<file path="src/rtl/dsp_pkg.sv">
// dsp_pkg: shared state encoding, accumulator sizing and window-length check for the dsp_blocks filters
package dsp_pkg;
  localparam logic ST_FILL = 1'b0;
  localparam logic ST_RUN = 1'b1;
  localparam int LOG2_LEN_MIN = 1;
  localparam int LOG2_LEN_MAX = 6;
  function automatic int acc_width(input int data_width, input int log2_len);
    return data_width + log2_len;
  endfunction
  function automatic bit log2_len_ok(input int log2_len);
    return log2_len >= LOG2_LEN_MIN && log2_len <= LOG2_LEN_MAX;
  endfunction
endpackage

</file>
<file path="src/rtl/delay_line.sv">
// delay_line: DATA_WIDTH x DEPTH shift register; data_out is the oldest sample (clk, rst active-low sync, en, data_in)
module delay_line #(
  parameter int DATA_WIDTH = 8,
  parameter int DEPTH = 8
) (
  input  logic                  clk,
  input  logic                  rst,
  input  logic                  en,
  input  logic [DATA_WIDTH-1:0] data_in,
  output logic [DATA_WIDTH-1:0] data_out
);
  logic [DEPTH-1:0][DATA_WIDTH-1:0] sr_q, sr_d;
  always_comb sr_d = en ? {sr_q[DEPTH-2:0], data_in} : sr_q;
  always_ff @(posedge clk)
    if (!rst) sr_q <= '0;
    else sr_q <= sr_d;
  assign data_out = sr_q[DEPTH-1];
endmodule

</file>
<file path="src/rtl/moving_average.sv">
// moving_average: boxcar average of the last 2^LOG2_LEN accepted samples, one output per accept
// ports: clk, rst (sync active-low), en/data_in (sample strobe), data_valid/data_out (one-cycle result)
// MOVING_AVERAGE_ROUNDING_EN selects round-half-up instead of truncation
module moving_average
  import dsp_pkg::*;
#(
  parameter ARCHITECTURE = "BEHAVIORAL",
  parameter int DATA_WIDTH = 8,
  parameter int LOG2_LEN = 3
) (
  input  logic                  clk,
  input  logic                  rst,
  input  logic                  en,
  input  logic [DATA_WIDTH-1:0] data_in,
  output logic                  data_valid,
  output logic [DATA_WIDTH-1:0] data_out
);
  localparam int LEN = 1 << LOG2_LEN;
  localparam int ACC_WIDTH = acc_width(DATA_WIDTH, LOG2_LEN);
  localparam int CW = LOG2_LEN + 1;
  if (!log2_len_ok(LOG2_LEN) || ARCHITECTURE != "BEHAVIORAL") begin : g_bad_cfg
    $error("moving_average: unsupported configuration");
  end
  logic [ACC_WIDTH-1:0] acc_q, acc_d, next_acc;
  logic [CW-1:0] fill_q, fill_d;
  logic state_q, state_d;
  logic valid_q, valid_d;
  logic [DATA_WIDTH-1:0] data_out_q, data_out_d, avg, oldest;
  logic last_fill;
  delay_line #(.DATA_WIDTH(DATA_WIDTH), .DEPTH(LEN)) u_delay_line (
    .clk(clk), .rst(rst), .en(en), .data_in(data_in), .data_out(oldest)
  );
  // oldest reads 0 while filling because the delay line is cleared on reset
  assign next_acc = acc_q + ACC_WIDTH'(data_in) - ACC_WIDTH'(oldest);
`ifdef MOVING_AVERAGE_ROUNDING_EN
  logic [ACC_WIDTH:0] rnd;
  assign rnd = {1'b0, next_acc} + (ACC_WIDTH+1)'(LEN / 2);
  assign avg = DATA_WIDTH'(rnd >> LOG2_LEN);
`else
  assign avg = DATA_WIDTH'(next_acc >> LOG2_LEN);
`endif
  assign last_fill = fill_q == CW'(LEN - 1);
  always_ff @(posedge clk)
    if (!rst) begin
      acc_q <= '0;
      fill_q <= '0;
      state_q <= ST_FILL;
      valid_q <= 1'b0;
      data_out_q <= '0;
    end else begin
      acc_q <= acc_d;
      fill_q <= fill_d;
      state_q <= state_d;
      valid_q <= valid_d;
      data_out_q <= data_out_d;
    end
  always_comb begin
    state_d = (state_q == ST_FILL && en && last_fill) ? ST_RUN : state_q;
    fill_d = (state_q == ST_FILL && en) ? fill_q + CW'(1) : fill_q;
    acc_d = en ? next_acc : acc_q;
  end
  // the final filling accept already has a full window, so it produces the first pulse
  always_comb begin
    valid_d = en && (state_q == ST_RUN || last_fill);
    data_out_d = en ? avg : data_out_q;
  end
  assign data_valid = valid_q;
  assign data_out = data_out_q;
endmodule

</file>
<file path="config.mk">
export PLATFORM = sky130hd
export DESIGN_NAME = moving_average
export DESIGN_NICKNAME = d
export VERILOG_FILES = /design/src/rtl/dsp_pkg.sv /design/src/rtl/delay_line.sv /design/src/rtl/moving_average.sv
export SDC_FILE = /design/constraint.sdc
export NUM_CORES = 1
export LEC_CHECK = 0
export CORE_MARGIN = 2
export CORE_UTILIZATION = 50
export DETAILED_ROUTE_END_ITERATION = 6
export DONT_BUFFER_PORTS = 1
export PLACE_DENSITY_LB_ADDON = 0.15
export SYNTH_ARGS = -nofsm -noshare
export SYNTH_HDL_FRONTEND = slang
export SYNTH_SLANG_ARGS = --single-unit
export TNS_END_PERCENT = 20
</file>
<file path="constraint.sdc">
create_clock -name clk -period 8.2 [get_ports clk]
set_clock_uncertainty 0.2 [all_clocks]
set_input_delay 1.64 -clock clk [delete_from_list [all_inputs] [get_ports clk]]
set_output_delay 1.64 -clock clk [all_outputs]
set_load 0.005 [all_outputs]
</file>
* Word level (Yosys, flattened, before mapping)
Cells that the tools add are included.
** Word-level totals
- Flip-flop bits (word level) :: 89
- Latch bits :: 0
- Bits in writable memories :: 0
- Bits in read-only memories :: 0
- Input bits :: 11
- Output and inout port bits :: 9
- Word-level logic and storage cells :: 22
- Memories :: 0
** Cells by class
- $add $sub $neg :: 3
- $mul :: 0
- Divide/modulo/power cells :: 0
- Order comparisons :: 0
- Eq/ne operators :: 1
- Shifts and indexed selects :: 0
- Multiplexer cells :: 0
- Bitwise gates (word level) :: 1
- Reduce and logical (&&, ||, !) cells :: 4
** Operators by type and width (number)
- 11-bit by 8-bit adder with 11-bit output :: 1
- 11-bit by 8-bit subtractor with 11-bit output :: 1
- 4-bit by 1-bit adder with 4-bit output, second input constant :: 1
- 4-bit by 3-bit == test with 1-bit output, second input constant :: 1
- 1-bit logical AND :: 3
- 1-bit logical OR :: 1
- 1-bit NOT :: 1

* Logic depth before layout (Yosys ltp)
Gate-level depths: netlist (run 1).
- Depth after elaboration :: 3
- Mapped depth :: 10
- Depth with buffers taken out :: 10

* Modules after synthesis
Synthesis (run 1) repeated with hierarchy kept, for this count alone.
** Unflattened totals
- Cells, all modules :: 389
- Area total of the unflattened synthesis :: 4000.1 um2
** Modules (own cells, without submodules)
- delay_line :: instances 1, cells each 214, area each 2511.2 um2, seq. area each 1281.2 um2
- moving_average :: instances 1, cells each 175, area each 1488.9 um2, seq. area each 340.3 um2

* Worst setup path after synthesis (run 1)
No wires, ideal clock.
- Kind :: input -> register
- From :: in data_in[1]
- To :: reg acc_q[10]
- Library setup time :: 0.079 ns
- Data arrival time :: 3.613 ns
- Data required time :: 7.921 ns
- Path slack :: 4.309 ns
- Stages :: 9
- Path buffers :: 0
- Cells stage by stage :: inv_1 fa_1 inv_1 fa_1 a211oi_1 o21ai_1 a211o_1 o2111a_1 o211ai_1
** On the way
- Cells in the longest elaborated chain, start to end :: 2
** RTL lines
- from (decl) :: RTL line moving_average.sv:14 : input logic [DATA_WIDTH-1:0] data_in,
- 11-bit by 8-bit adder with 11-bit output :: RTL line moving_average.sv:34 : assign next_acc = acc_q + ACC_WIDTH'(data_in) - ACC_WIDTH'(oldest);
- 11-bit by 8-bit subtractor with 11-bit output :: RTL line moving_average.sv:34
- to (signal assigned) :: RTL line moving_average.sv:45 : acc_q <= '0;
- to (signal assigned) :: RTL line moving_average.sv:51 : acc_q <= acc_d;
- to (decl) :: RTL line moving_average.sv:24 : logic [ACC_WIDTH-1:0] acc_q, acc_d, next_acc;
No other way between the ends.
A chain may end at the register's enable or synchronous reset.

* Final worst setup path (run 1)
Same ends and word-level chain as after synthesis.

==> results.txt, run 1 <==
----------------------------------------------------
[Pwr]
  Final total power ... 970.2 uW
  Internal power consumption ... 679.2 uW
  Switching power as a share of total power ... between 20% and 30%
  Peak ir drop on the vdd network ... 0.0001537 V
  Leak pwr ... between 1.5 and 2 nW
  Power density of the placed cells ... 251.6 nW/um^2
  Net switching power ... 291.0 uW
  Combinational share of power ... approximately 25%
  Part of the power in the clock network ... a little under a third
  Share of power burned in registers ... approximately 45%

[Critical path]
  Cell with the largest stage delay on the worst path ... fa_1
  RR Endpoint ... acc_q[10]$_SDFFE_PN0P_
  Sort of element at the end of the critical path ... flop
  Req. time, crit path ... between 8 and 9 ns
  Chain of cells forming the critical path ... inv_1 -> fa_1 -> inv_1 -> fa_1 -> a211oi_1 -> o21ai_1 -> a211o_1 -> o2111a_1 -> o211ai_1
  Maximum cell stage delay along the critical path ... around 0.52 ns
  Startpoint type of the worst setup path ... input pin
  Worst reg-to-reg path cell count ... 9
  Critical path type ... in -> reg
  Worst r2r src ... acc_q[1]$_SDFFE_PN0P_
  Flop-to-flop setup slack ... between 5 and 6 ns
  Arrival @ worst endpoint ... roughly 3.9 ns
  Peak fanout along the critical path ... 4

[Clock network]
  CTS clock-pin slew for the worst setup and hold paths ... about 0.080 ns
  Number of setup buffers added after CTS ... 0
  Number of resized instances in the post-cts repair step ... 0
  Clk Latency, worst-skew pair ... approximately 0.34 ns
  Root buf cell ... clkbuf_8
  TritonCTS buffer count ... 9
  TritonCTS clock tree ... built
  Cts-stage hold buffer count ... 0
  Maximum root-to-sink buffer count ... 2
  CTS H-Tree Depth ... 3
  Sink Count ... 81

[Detailed routing]
  Vias per inst ... just over 5
  Total length of routed wires ... 5937 um
  Routed wire length per instance ... between 10 and 15 um
  Highest metal layer with signal wires ... met4
  Met3 layer wire length in the routed design ... roughly 240 um
  Antenna viol nets, final ... 0
  Met2 WL post-DR ... roughly 2800 um
  Violation count after the first detailed-routing iteration ... 66
  Met1 wire length ... around 2800 um
  Vias after detailed routing ... roughly 2400
  DRC violations left ... 0
  Drt first pass iters ... 5

[Worst hold path]
  Terminating pin of the worst hold path ... u_delay_line.sr_q[27]$_SDFFE_PN0P_
  Number of cells on the worst hold path ... 2
  Hold Crit Class ... reg -> reg
  Startpoint of the lowest-slack hold path ... u_delay_line.sr_q[19]$_SDFFE_PN0P_

[Synth]
  Synth Cell Area ... around 3700 sq um
  Cell type contributing the most total cell area after synthesis ... dfxtp_1
  Top post-synthesis cells by count ... 81 x dfxtp_1, 76 x nor2_1, 70 x mux2i_1
  Largest cells by area after synthesis ... dfxtp_1 44%, mux2i_1 19%, nor2_1 7.8%
  Most common cell in the netlist ... dfxtp_1
  Sequential area share after synthesis ... between 40% and 50%
  Predominant post-synthesis flop cell ... dfxtp_1
  Net count after synthesis ... just over 400
  Number of flops mapped to enable cells by yosys ... 0
  Synth top area share ... ~44%
  Synth async-reset ratio ... 0%
  Yosys warns ... 0
  Post-Syn Instances ... around 380
  Mean instance size in the synthesized netlist ... between 9 and 10 sq um
  Cell variety after synth ... 40
  Synthesized flop and latch total ... slightly above 80

[Floorplanning]
  Area enclosed by the die boundary ... 8025 sq um
  Initial core utilization ... 51.04%
  Die height ... 89.59 um
  Top-level port count ... 20
  Die X-Extent ... between 80 and 90 um
  Standard-cell row count ... 31
  Placeable core region ... a little over 7000 sq um

[Placed design]
  Placed Cells incl. Taps ... 452
  Standard cell area after detailed placement ... roughly 3600 sq um
  Final Wtd Congestion ... just under 0.8
  Number of I/O port buffers ... 0
  Half-perimeter wire length after placement ... ~3900 um
  Worst setup slack after placement ... 4.132 ns

[Final layout]
  Layout filler cell count ... between 600 and 700
  FF/Latch Area ... 1622 sq um
  Post-route non-filler standard cell count ... roughly 470
  Non-Filler Cell Area, Final ... approximately 3900 sq um
  Share of post-route cells with drive strength above 1 ... under 10%
  Layout overhead on the synthesized area ... 5.296%
  Total area of multi-input combinational cells ... between 1500 and 2000 sq um
  Number of diodes added for antenna fixing ... 0
  Layout net count ... just under 400

[Flow run]
  Max Cap Viol ... 0

[Outcome]
  Run status ... complete, no violations

[STA]
  Hold Vio Cnt, Final ... 0
  Period utilisation layout ... 46.03%
  Setup TNS Final ... 0 ns
  Period minus WS final ... roughly 3.8 ns
  Count of endpoints failing setup in the final report ... 0
  Final number of max-transition violations ... 0
  Min setup slack post-route ... around 4.4 ns
  Achievable clock frequency ... about 0.26 GHz
  Transition at the pin with the smallest max-transition slack ... approximately 0.62 ns
  Unrepaired setup endpoints after global routing ... no
  Slew Limit Headroom ... approximately three fifths

[Global route]
  Number of global-route vias before repair ... 2297
  GRT Residual Overflow ... 0
  Number of antenna violations at the first check in global routing ... 0
  Global routing usage summed across all routing layers ... about 17%
  Largest net degree at the start of global routing ... 91
  Wire length of the first global-routing pass ... about 10000 um

----------------------------------------------------
-- layer usage --
layer / track usage, % / up-vias
met1: 19.28 / 1089
met3: 5.576 / 12
li1: - / 1239
met5: 0 / -
met2: 28.41 / 27
met4: 7.327 / 0
-- cell usage in the layout (no fill, tap or decap), drive strengths merged, types with 3 or more instances in the layout --
master / instances
ha: 12
a211oi: 3
nand2: 6
o21ai: 5
inv: 35
xnor2: 4
a21oi: 12
nor2: 76
mux2i: 70
a21o: 3
nand4: 4
nand3: 4
dfxtp: 81
clkbuf: 12
fa: 8
-- kinds of logic after synthesis --
| group | share of synthesized area, % |
|---|---|
| and+or+nand+nor | 11.99 |
| adders and majority gates | 8.473 |
| AOI/OAI and AO/OA | 7.175 |
| buffers and inverters | 7.516 |
| xor gates and xnor gates | 1.435 |
| DFF | 44.28 |
| muxes | 19.13 |
-- power groups by stage --
stage | Sequential [mW] | Clock (mW) | Combinational, mW
2_1_floorplan | 0.436 | 0 | 0.229
3_3_place_gp | 0.447 | 0 | 0.230
3_5_place_dp | 0.447 | 0 | 0.237
4_1_cts | 0.438 | 0.308 | 0.241
5_1_grt | 0.441 | 0.324 | 0.270
6_report | 0.437 | 0.295 | 0.239
-- how the worst max path moves through the flow --
stage,startpoint,to,cells past startpoint
after floorplan,data_in[1],acc_q[10]$_SDFFE_PN0P_,9
after global placement,data_in[1],acc_q[10]$_SDFFE_PN0P_,9
after detailed placement,data_in[1],acc_q[10]$_SDFFE_PN0P_,9
after CTS,data_in[1],acc_q[10]$_SDFFE_PN0P_,9
after global routing,data_in[1],acc_q[10]$_SDFFE_PN0P_,9
final,data_in[1],acc_q[10]$_SDFFE_PN0P_,9
-- layout make-up --
| class | instances | area share [%] |
|---|---|---|
| multi-input combinational | 236 | 45.78 |
| timing repair buffer | 1 | 0.1947 |
| clock inverter | 4 | 1.330 |
| clock buffer | 12 | 4.023 |
| tap | 99 | 3.212 |
| inverter | 35 | 3.407 |
| sequential | 81 | 42.05 |
-- registers in the layout, summed over array words and instances, names as in the netlist --
name	count
state_q	1
u_delay_line.data_out	8
acc_q	11
fill_q	4
u_delay_line.sr_q	56
data_valid	1
-- stage by stage --
step	utilization, %	hold slack, ns
global route	53.74	0.3259
CTS	53.74	0.2978
detailed placement	50.86	0.2793
floorplan	-	0.2588
global placement	50.86	0.2716
finish	53.74	0.2913
-- critical path: cells and delay by family --
kind                     cells  cell delay (ns)
adder cells (fa/ha/maj)      2             1.00
buffers and inverters        2             0.10
AO/OA/AOI/OAI                5             1.11
Note: power is estimated with default switching activity, not from simulation.
==> run 2: changes to the inputs <==
==> constraint.sdc (replaced) <==
create_clock -name clk -period 3.9 [get_ports clk]
set_clock_uncertainty 0.2 [all_clocks]
set_input_delay 0.78 -clock clk [delete_from_list [all_inputs] [get_ports clk]]
set_output_delay 0.78 -clock clk [all_outputs]
set_load 0.005 [all_outputs]
==> results.txt, run 2 (synthesized netlist as in run 1, its figures left out) <==
----------------------------------------------------
[Floorplanning]
  Top-level port count ... 20 (unchanged)
  Initial core utilization ... 51.04% (unchanged)
  Die height ... 89.59 um (unchanged)
  Die X-Extent ... 89.59 um (unchanged)
  Placeable core region ... 7176 sq um (unchanged)
  Standard-cell row count ... 31 (unchanged)
  Area enclosed by the die boundary ... 8025 sq um (unchanged)

[Clock network]
  CTS H-Tree Depth ... 3 (unchanged)
  TritonCTS clock tree ... built (unchanged)
  Root buf cell ... clkbuf_8 (unchanged)
  CTS clock-pin slew for the worst setup and hold paths ... 0.09 ns (was 0.08 ns)
  Number of resized instances in the post-cts repair step ... 0 (unchanged)
  Cts-stage hold buffer count ... 0 (unchanged)
  Number of setup buffers added after CTS ... 0 (unchanged)
  Sink Count ... 81 (unchanged)
  Clk Latency, worst-skew pair ... 0.35 ns (was 0.34 ns)
  Maximum root-to-sink buffer count ... 2 (unchanged)
  TritonCTS buffer count ... 9 (unchanged)

[Detailed routing]
  DRC violations left ... 0 (unchanged)
  Drt first pass iters ... 4 (was 5)
  Vias after detailed routing ... 2350 (was 2367)
  Total length of routed wires ... 5916 um (was 5937 um)
  Vias per inst ... 5.021 (was 5.058)
  Violation count after the first detailed-routing iteration ... 53 (was 66)
  Antenna viol nets, final ... 0 (unchanged)
  Routed wire length per instance ... 12.64 um (was 12.69 um)

[Global route]
  Largest net degree at the start of global routing ... 91 (unchanged)
  Number of antenna violations at the first check in global routing ... 0 (unchanged)
  Global routing usage summed across all routing layers ... 16.30% (was 16.77%)
  Wire length of the first global-routing pass ... 10020 um (was 10200 um)
  Number of global-route vias before repair ... 2185 (was 2297)
  GRT Residual Overflow ... 0 (unchanged)

[STA]
  Min setup slack post-route ... 1.066 ns (was 4.426 ns)
  Transition at the pin with the smallest max-transition slack ... 0.5307 ns (was 0.6239 ns)
  Count of endpoints failing setup in the final report ... 0 (unchanged)
  Period minus WS final ... between 2 and 3 ns
  Setup TNS Final ... 0 ns (unchanged)
  Unrepaired setup endpoints after global routing ... no (unchanged)
  Period utilisation layout ... between 70% and 80%
  Slew Limit Headroom ... 64.62% (was 58.40%)
  Achievable clock frequency ... between 0.3 and 0.4 GHz
  Final number of max-transition violations ... 0 (unchanged)
  Worst hold slack ... 0.2950 ns (was 0.2913 ns)
  Hold Vio Cnt, Final ... 0 (unchanged)

[Final layout]
  Share of post-route cells with drive strength above 1 ... 5.420% (was 5.149%)
  Layout net count ... 395 (unchanged)
  Non-Filler Cell Area, Final ... 3862 sq um (was 3856 sq um)
  Number of diodes added for antenna fixing ... 0 (unchanged)
  Total area of multi-input combinational cells ... 1765 sq um (unchanged)
  Post-route non-filler standard cell count ... 468 (unchanged)
  Layout filler cell count ... 677 (was 660)
  Layout overhead on the synthesized area ... 5.466% (was 5.296%)
  Post-layout utilization of the core ... 53.83% (was 53.74%)
  Register containing the most flip-flops in the final layout ... u_delay_line.sr_q (unchanged)
  Most common cell after layout, fill and taps aside ... dfxtp_1 (unchanged)
  FF/Latch Area ... 1622 sq um (unchanged)
  Max FFs per register ... 56 (unchanged)
  Commonest cells after routing, fill and taps aside ... 81 x dfxtp_1, 76 x nor2_1, 70 x mux2i_1 (unchanged)

[Critical path]
  Sort of element at the end of the critical path ... flop (unchanged)
  Req. time, crit path ... 3.98 ns (was 8.27 ns)
  Peak fanout along the critical path ... 4 (unchanged)
  Critical path type ... in -> reg (unchanged)
  Startpoint type of the worst setup path ... input pin (unchanged)
  Worst reg-to-reg path cell count ... 9 (unchanged)
  Arrival @ worst endpoint ... 2.91 ns (was 3.85 ns)

[Outcome]
  Run status ... complete, no violations (unchanged)

[Placed design]
  Final Wtd Congestion ... 0.7805 (was 0.7935)
  Standard cell area after detailed placement ... 3650 sq um (unchanged)
  Number of I/O port buffers ... 0 (unchanged)
  Half-perimeter wire length after placement ... 3906 um (was 3911 um)
  Worst setup slack after placement ... 0.7007 ns (was 4.132 ns)
  Placed Cells incl. Taps ... 452 (unchanged)

[Worst hold path]
  Number of cells on the worst hold path ... 2 (unchanged)
  Hold Crit Class ... reg -> reg (unchanged)

[Flow run]
  Max Cap Viol ... 0 (unchanged)

[Pwr]
  Leak pwr ... 1.747 nW (was 1.744 nW)
  Power density of the placed cells ... 532.0 nW/um^2 (was 251.6 nW/um^2)
  Final total power ... 2.055 mW (was 970.2 uW)
  Peak ir drop on the vdd network ... 0.0002219 V (was 0.0001537 V)

----------------------------------------------------
==> run 2: layout make-up <==
class | instances | area share [%]
Multi-Input combinational cell | 236 | 45.71
Sequential cell | 81 | 41.98
Clock buffer | 10 | 3.563
Inverter | 35 | 3.401
Tap cell | 99 | 3.207
Clock inverter | 6 | 1.944
Timing Repair Buffer | 1 | 0.1944
==> run 2: layer usage <==
metal | global-route usage (%) | share of wire [%]
met1 | 20.66 | 50
met3 | 5.484 | 4.6
met4 | 6.649 | 1.1
met5 | 0 | 0
met2 | 25.53 | 44
==> run 2: final timing paths <==
check	slack, ns	start	endpoint
worst max-delay path	1.07	data_in[1]	acc_q[10]$_SDFFE_PN0P_
worst min-delay path	0.30	u_delay_line.sr_q[24]$_SDFFE_PN0P_	u_delay_line.sr_q[32]$_SDFFE_PN0P_
worst max register to register	1.16	acc_q[1]$_SDFFE_PN0P_	acc_q[10]$_SDFFE_PN0P_
worst min register to register	0.30	u_delay_line.sr_q[24]$_SDFFE_PN0P_	u_delay_line.sr_q[32]$_SDFFE_PN0P_
==> run 2: critical path: stages <==
cell      delay (ns)
inv_1           0.03
fa_1            0.52
inv_1           0.07
fa_1            0.48
a211oi_1        0.35
o21ai_1         0.18
a211o_1         0.28
o2111a_1        0.14
o211ai_1        0.08
==> run 2: power by group <==
part	switching (mW)	internal [mW]	total [mW]	leakage, nW
sequential	0.0454	0.874	0.920	0.657
clock	0.319	0.322	0.642	0.105
combinational	0.272	0.222	0.493	0.985
total	0.637	1.42	2.05	1.75
